$ cat src/rtl/disp_hazard_ctrl_pkg.sv
// Shared types for the dispatch hazard controller.
// FSM encodings, OITF entry layout and a register-match helper.
package disp_hazard_ctrl_pkg;

  localparam int REGADDR_W = 5;

  typedef enum logic [1:0] {
    DISP_ST_RUN   = 2'd0,
    DISP_ST_FLUSH = 2'd1,
    DISP_ST_SWAIT = 2'd2
  } disp_st_e;

  typedef struct packed {
    logic                 vld;
    logic                 rdwen;
    logic [REGADDR_W-1:0] rdidx;
  } oitf_ent_t;

  function automatic logic reg_match(
    input logic                 en,
    input logic [REGADDR_W-1:0] a,
    input logic [REGADDR_W-1:0] b
  );
    return en && (a == b);
  endfunction

endpackage

$ cat src/rtl/disp_hazard_ctrl_oitf.sv
// Outstanding long-instruction table: in-order FIFO of long ops.
// Count is kept apart from the pointers so full and empty differ.
module disp_oitf
  import disp_hazard_ctrl_pkg::*;
#(
  parameter int OITF_DEPTH = 2,
  parameter int PTR_W      = $clog2(OITF_DEPTH)
) (
  input  logic                  clk,
  input  logic                  rst,
  input  logic                  alloc,
  input  logic                  alloc_rdwen,
  input  logic [REGADDR_W-1:0]  alloc_rdidx,
  input  logic                  ret,
  input  logic                  rs1en,
  input  logic [REGADDR_W-1:0]  rs1_idx,
  input  logic                  rs2en,
  input  logic [REGADDR_W-1:0]  rs2_idx,
  input  logic                  rdwen,
  input  logic [REGADDR_W-1:0]  rdidx,
  output logic [PTR_W-1:0]      wptr,
  output logic                  empty,
  output logic                  full,
  output logic                  ret_rdwen,
  output logic [REGADDR_W-1:0]  ret_rdidx,
  output logic [OITF_DEPTH-1:0] hit
);

  oitf_ent_t        ent [OITF_DEPTH];
  logic [PTR_W-1:0] wptr_q;
  logic [PTR_W-1:0] rptr_q;
  logic [PTR_W:0]   cnt_q;
  logic             pop;

  assign empty = (cnt_q == '0);
  assign full  = (cnt_q == (PTR_W+1)'(OITF_DEPTH));
  assign pop   = ret && !empty;
  assign wptr  = wptr_q;

  assign ret_rdwen = !empty && ent[rptr_q].rdwen;
  assign ret_rdidx = empty ? '0 : ent[rptr_q].rdidx;

  // Per-entry RAW/WAW match; x0 never hazards.
  always_comb begin
    hit = '0;
    for (int i = 0; i < OITF_DEPTH; i++) begin
      hit[i] = ent[i].vld && ent[i].rdwen &&
               (ent[i].rdidx != '0) &&
               (reg_match(rs1en, rs1_idx, ent[i].rdidx) ||
                reg_match(rs2en, rs2_idx, ent[i].rdidx) ||
                reg_match(rdwen, rdidx, ent[i].rdidx));
    end
  end

  // Allocate at tail, free at head, track occupancy.
  always_ff @(posedge clk or negedge rst) begin
    if (!rst) begin
      for (int i = 0; i < OITF_DEPTH; i++)
        ent[i] <= '0;
      wptr_q <= '0;
      rptr_q <= '0;
      cnt_q  <= '0;
    end else begin
      if (alloc) begin
        ent[wptr_q] <= '{vld: 1'b1,
                         rdwen: alloc_rdwen,
                         rdidx: alloc_rdidx};
        wptr_q <= wptr_q + PTR_W'(1);
      end
      if (pop) begin
        ent[rptr_q].vld <= 1'b0;
        rptr_q <= rptr_q + PTR_W'(1);
      end
      if (alloc && !pop)
        cnt_q <= cnt_q + (PTR_W+1)'(1);
      else if (pop && !alloc)
        cnt_q <= cnt_q - (PTR_W+1)'(1);
    end
  end

endmodule

$ cat src/rtl/disp_hazard_ctrl.sv
// Dispatch controller: gates decode handshake on OITF hazards,
// serialising ops and jump flushes; counts stalled cycles.
module disp_hazard_ctrl
  import disp_hazard_ctrl_pkg::*;
#(
  parameter int OITF_DEPTH = 2,
  parameter int PTR_W      = $clog2(OITF_DEPTH),
  parameter int CNT_W      = 16
) (
  input  logic                 clk,
  input  logic                 rst,
  input  logic                 dec_vld_i,
  output logic                 dec_rdy_o,
  input  logic                 dec_rs1en_i,
  input  logic                 dec_rs2en_i,
  input  logic [REGADDR_W-1:0] dec_rs1_idx_i,
  input  logic [REGADDR_W-1:0] dec_rs2_idx_i,
  input  logic                 dec_rdwen_i,
  input  logic [REGADDR_W-1:0] dec_rdidx_i,
  input  logic                 dec_long_i,
  input  logic                 dec_serial_i,
  output logic                 disp_vld_o,
  input  logic                 disp_rdy_i,
  output logic [PTR_W-1:0]     disp_itag_o,
  input  logic                 jump_flag_i,
  input  logic                 oitf_ret_i,
  output logic                 oitf_ret_rdwen_o,
  output logic [REGADDR_W-1:0] oitf_ret_rdidx_o,
  output logic                 oitf_empty_o,
  output logic                 oitf_full_o,
  output logic [CNT_W-1:0]     stall_cnt_o
);

  disp_st_e              state;
  logic                  ok;
  logic                  hazard;
  logic                  alloc;
  logic [OITF_DEPTH-1:0] hit;

  assign hazard = |hit;

  assign ok = (state == DISP_ST_RUN) && !jump_flag_i && !hazard &&
              !(dec_long_i && oitf_full_o) &&
              !(dec_serial_i && !oitf_empty_o);

  assign disp_vld_o = dec_vld_i && ok;
  assign dec_rdy_o  = disp_rdy_i && ok;
  assign alloc      = disp_vld_o && disp_rdy_i && dec_long_i;

  disp_oitf #(
    .OITF_DEPTH(OITF_DEPTH),
    .PTR_W     (PTR_W)
  ) u_oitf (
    .clk        (clk),
    .rst        (rst),
    .alloc      (alloc),
    .alloc_rdwen(dec_rdwen_i),
    .alloc_rdidx(dec_rdidx_i),
    .ret        (oitf_ret_i),
    .rs1en      (dec_rs1en_i),
    .rs1_idx    (dec_rs1_idx_i),
    .rs2en      (dec_rs2en_i),
    .rs2_idx    (dec_rs2_idx_i),
    .rdwen      (dec_rdwen_i),
    .rdidx      (dec_rdidx_i),
    .wptr       (disp_itag_o),
    .empty      (oitf_empty_o),
    .full       (oitf_full_o),
    .ret_rdwen  (oitf_ret_rdwen_o),
    .ret_rdidx  (oitf_ret_rdidx_o),
    .hit        (hit)
  );

  // Dispatch FSM: one-cycle flush after jump, wait for drain on serial ops.
  always_ff @(posedge clk or negedge rst) begin
    if (!rst) begin
      state <= DISP_ST_RUN;
    end else begin
      unique case (state)
        DISP_ST_RUN: begin
          if (jump_flag_i)
            state <= DISP_ST_FLUSH;
          else if (dec_vld_i && dec_serial_i && !oitf_empty_o)
            state <= DISP_ST_SWAIT;
        end
        DISP_ST_FLUSH:
          state <= DISP_ST_RUN;
        DISP_ST_SWAIT: begin
          if (jump_flag_i)
            state <= DISP_ST_FLUSH;
          else if (oitf_empty_o)
            state <= DISP_ST_RUN;
        end
        default:
          state <= DISP_ST_RUN;
      endcase
    end
  end

  // Saturating count of cycles the decoder is held off.
  always_ff @(posedge clk or negedge rst) begin
    if (!rst)
      stall_cnt_o <= '0;
    else if (dec_vld_i && !dec_rdy_o && (stall_cnt_o != '1))
      stall_cnt_o <= stall_cnt_o + CNT_W'(1);
  end

endmodule

$ cat config.mk
export PLATFORM = sky130hd
export DESIGN_NAME = disp_hazard_ctrl
export DESIGN_NICKNAME = d
export VERILOG_FILES = /design/src/rtl/disp_hazard_ctrl_pkg.sv /design/src/rtl/disp_hazard_ctrl_oitf.sv /design/src/rtl/disp_hazard_ctrl.sv
export SDC_FILE = /design/constraint.sdc
export NUM_CORES = 1
export LEC_CHECK = 0
export BUFFER_PORTS_ARGS = -buffer_cell sky130_fd_sc_hd__buf_2
export CAP_MARGIN = 20
export CORE_MARGIN = 5
export CORE_UTILIZATION = 40
export DETAILED_ROUTE_END_ITERATION = 7
export SYNTH_ARGS = -nofsm -noshare
export SYNTH_HDL_FRONTEND = slang
export SYNTH_SLANG_ARGS = --single-unit
$ cat constraint.sdc
create_clock -name clk -period 5.3 [get_ports clk]
set_clock_uncertainty 0.2 [all_clocks]
set_input_delay 1.325 -clock clk [delete_from_list [all_inputs] [get_ports clk]]
set_output_delay 1.325 -clock clk [all_outputs]
set_load 0.01 [all_outputs]
==> summary.md <==
| Metric | Value |
|---|---|
| Worst reg-to-reg setup slack | `2.40 ns` |
| Setup CP Type | `input port to primary output` |
| Post-layout nets | `276` |
| Die Height | `83.5 um` |
| Final setup viols | `0` |
| Top Ports | `53` |
| Slew @ Worst Pin | `0.803 ns` |
| Critical path arrival | `2.81 ns` |
| Min-delay src | `state[0]$_DFFE_PN0P_` |
| Setup TNS | `0 ns` |
| Total track usage | `between 10% and 20%` |
| Worst R2R Path Depth | `6` |
| Post-synth net total | `232` |
| CTS Hold Bufs | `0` |
| Initial DRC count | `91` |
| Wirelength per Cell | `approximately 15 um` |
| Post-route minimum period | `between 4 and 5 ns` |
| I/O Buffers | `52` |
| Core ar. | `5170 um^2` |
| Yosys warns | `0` |
| Synth unique cells | `33` |
| Vias in the first global route | `1683` |
| RSZ-0062 raised after global routing | `no` |
| Root Buffer Master | `clkbuf_8` |
| Layout cells sized above 1 | `31.3%` |
| Mapped Cells | `204` |
| Synth Register Bits | `36` |
| Die X | `83.5 um` |
| Outcome | `completed` |
| Post-synth EDFFs | `0` |
| Setup Buffers After CTS | `0` |
| Max Root-Sink Buffers | `2` |
| Hold depth | `1` |
| Synth Cell Area | `roughly 2200 um^2` |
| Post-synth top area cell | `dfrtp_1` |
| Critical path peak fanout | `19` |
| Via count | `around 1600` |
| Residual DRC count | `0` |
| FILL cells | `484` |
| WL final | `4910 um` |
| CTS buffer count | `5` |
| Resize count post-CTS | `0` |
| Via density | `about 5` |
| PD cells | `451 nW/um^2` |
| Mapped Avg Cell Area | `10.6 um^2` |
| Largest net degree at the start of global routing | `37` |
| Full die area | `around 7000 um^2` |
| Fmax | `roughly 0.23 GHz` |
| Final HPWL DP | `3720 um` |
| H-tree depth | `2` |
| CP required | `3.77 ns` |
| Clk_lat worst skew | `0.29 ns` |
| Worst rel slew slack | `46.4%` |
| Final Max Slew Viols | `0` |
| Routed Antenna Nets | `0` |
| Drt pass-1 iters | `4` |
| Worst Setup Start Kind | `input port` |
| Synth area leaders | `dfrtp_1 (42%), xor2_1 (11%), xnor2_1 (9.7%)` |
| N_diodes | `0` |
| Grt ovf | `0` |
| Register area share after synthesis | `a little over two fifths` |
| Area Overhead vs Synth | `17.1%` |
| P_leak | `approximately 1.2 nW` |
| Clock Pin Slew Worst Setup and Hold Paths | `roughly 0.070 ns` |
| Final worst path period share | `81.9%` |
| Dpl cells | `311` |
| CTS sink count | `36` |
| Post-synthesis async set-or-reset flop share | `100%` |
| Min-delay worst type | `flip-flop to flip-flop` |
| Max-Cap Viols | `0` |
| Placer Congestion | `slightly below 1` |
| CTS tree | `done` |
| Crit. End Element | `primary output` |
| Total power | `1.14 mW` |
| Final Hold Vio Count | `0` |
| Max VDD drop | `0.000203 V` |
| First-pass GRT wire length | `8420 um` |
| Post-synth top area share | `about two fifths` |
| Post-Layout Cell Count | `319` |
| Initial antenna violation count | `0` |
| Hold EP | `state[0]$_DFFE_PN0P_` |
| Row cnt | `26` |
| Initial Util | `41.8%` |
| Main flop type after synthesis | `dfrtp_1` |
## cells in the final DEF (no fill, tap or decap)
cell type / instances
o21a_1: 1
mux2i_1: 6
nand4_4: 1
clkinv_2: 1
nor3_4: 2
inv_6: 1
xnor2_1: 24
xor2_1: 26
and4_1: 3
buf_2: 52
mux2_1: 1
and3_1: 8
a2bb2oi_1: 1
nor2_1: 12
a21oi_1: 2
mux2_2: 6
a31o_2: 2
o211ai_1: 1
or4_1: 2
nor3_1: 1
nor2b_1: 2
o22a_1: 1
clkbuf_8: 6
nand3_1: 17
dfrtp_1: 36
o21ai_0: 2
nand4b_1: 1
o211ai_2: 1
nor4_1: 7
mux2_4: 6
ha_1: 2
inv_1: 5
nand4_1: 4
nand2_1: 6
## cells by family (layout without fill, tap and decap cells)
logic type	after synthesis	after routing	share of synthesized area, %
flip-flops	36	36	41.7
buffers and inverters	20	65	4.34
AND/OR/NAND/NOR	66	66	18.2
adder cells (fa/ha/maj)	2	2	1.16
XOR/XNOR	50	50	20.3
AO/OA/AOI/OAI	11	11	3.82
multiplexers	19	19	10.6
## cell usage after synthesis, types with 3 or more instances
| library cell | n |
|---|---|
| xnor2_1 | 24 |
| nor2_1 | 12 |
| nand3_1 | 17 |
| nand4_1 | 4 |
| nand2_1 | 6 |
| and3_1 | 8 |
| mux2i_1 | 6 |
| inv_1 | 5 |
| buf_2 | 3 |
| nor4_1 | 7 |
| xor2_1 | 26 |
| mux2_2 | 6 |
| clkbuf_1 | 10 |
| dfrtp_1 | 36 |
| mux2_4 | 6 |
| and4_1 | 3 |
## power breakdown
group	internal [mW]	total [mW]	switching (mW)	leakage, nW
sequential	0.357	0.507	0.149	0.469
clock	0.106	0.209	0.103	0.0516
combinational	0.225	0.424	0.200	0.729
total	0.688	1.14	0.452	1.25
## area by class of cell
| class | count | area [um^2] | share of cell area (%) |
|---|---|---|---|
| clock inverter | 2 | 13.8 | 0.544 |
| tap | 70 | 87.6 | 3.46 |
| timing repair buffer | 52 | 260 | 10.3 |
| multi-input combinational | 148 | 1170 | 46.1 |
| clock buffer | 6 | 82.6 | 3.26 |
| sequential | 36 | 901 | 35.6 |
| inverter | 5 | 18.8 | 0.741 |
## worst max path at each step
stage                        start  slack [ns]        end
global placement    dec_rdidx_i[0]        0.95  dec_rdy_o
detailed placement  dec_rdidx_i[0]        0.95  dec_rdy_o
finish              dec_rdidx_i[0]        0.96  dec_rdy_o
CTS                 dec_rdidx_i[0]        0.95  dec_rdy_o
global route        dec_rdidx_i[0]        0.75  dec_rdy_o
floorplan           dec_rdidx_i[0]        1.24  dec_rdy_o
## per-layer routing
layer | global-route usage [%] | vias up | wire (um)
met5 | 0 | - | 0
met4 | 4.68 | 0 | 54
met3 | 3.36 | 6 | 134
met1 | 20.3 | 768 | 2410
met2 | 23.3 | 25 | 2300
li1 | - | 792 | -
## worst max-delay path, stage by stage
cell and delay, ns:
buf_2 0.13, xor2_1 0.15, nor4_1 0.34, nand3_1 0.12, a31o_2 0.29, nand4_4 0.26, inv_1 0.06, buf_2 0.14
## metrics by stage
| stage | utilization (%) | setup WS (ns) | cell area [um^2] | hold WS [ns] |
|---|---|---|---|---|
| CTS | 48.9 | 0.955 | 2530 | 0.261 |
| detailed placement | 47.1 | 0.953 | 2430 | 0.250 |
| finish | 48.9 | 0.961 | 2530 | 0.263 |
| floorplan | - | 1.24 | 2160 | 0.226 |
| global route | 48.9 | 0.751 | 2530 | 0.276 |
| global placement | 47.1 | 0.953 | 2430 | 0.250 |
Note: power is estimated with default switching activity, not from simulation.
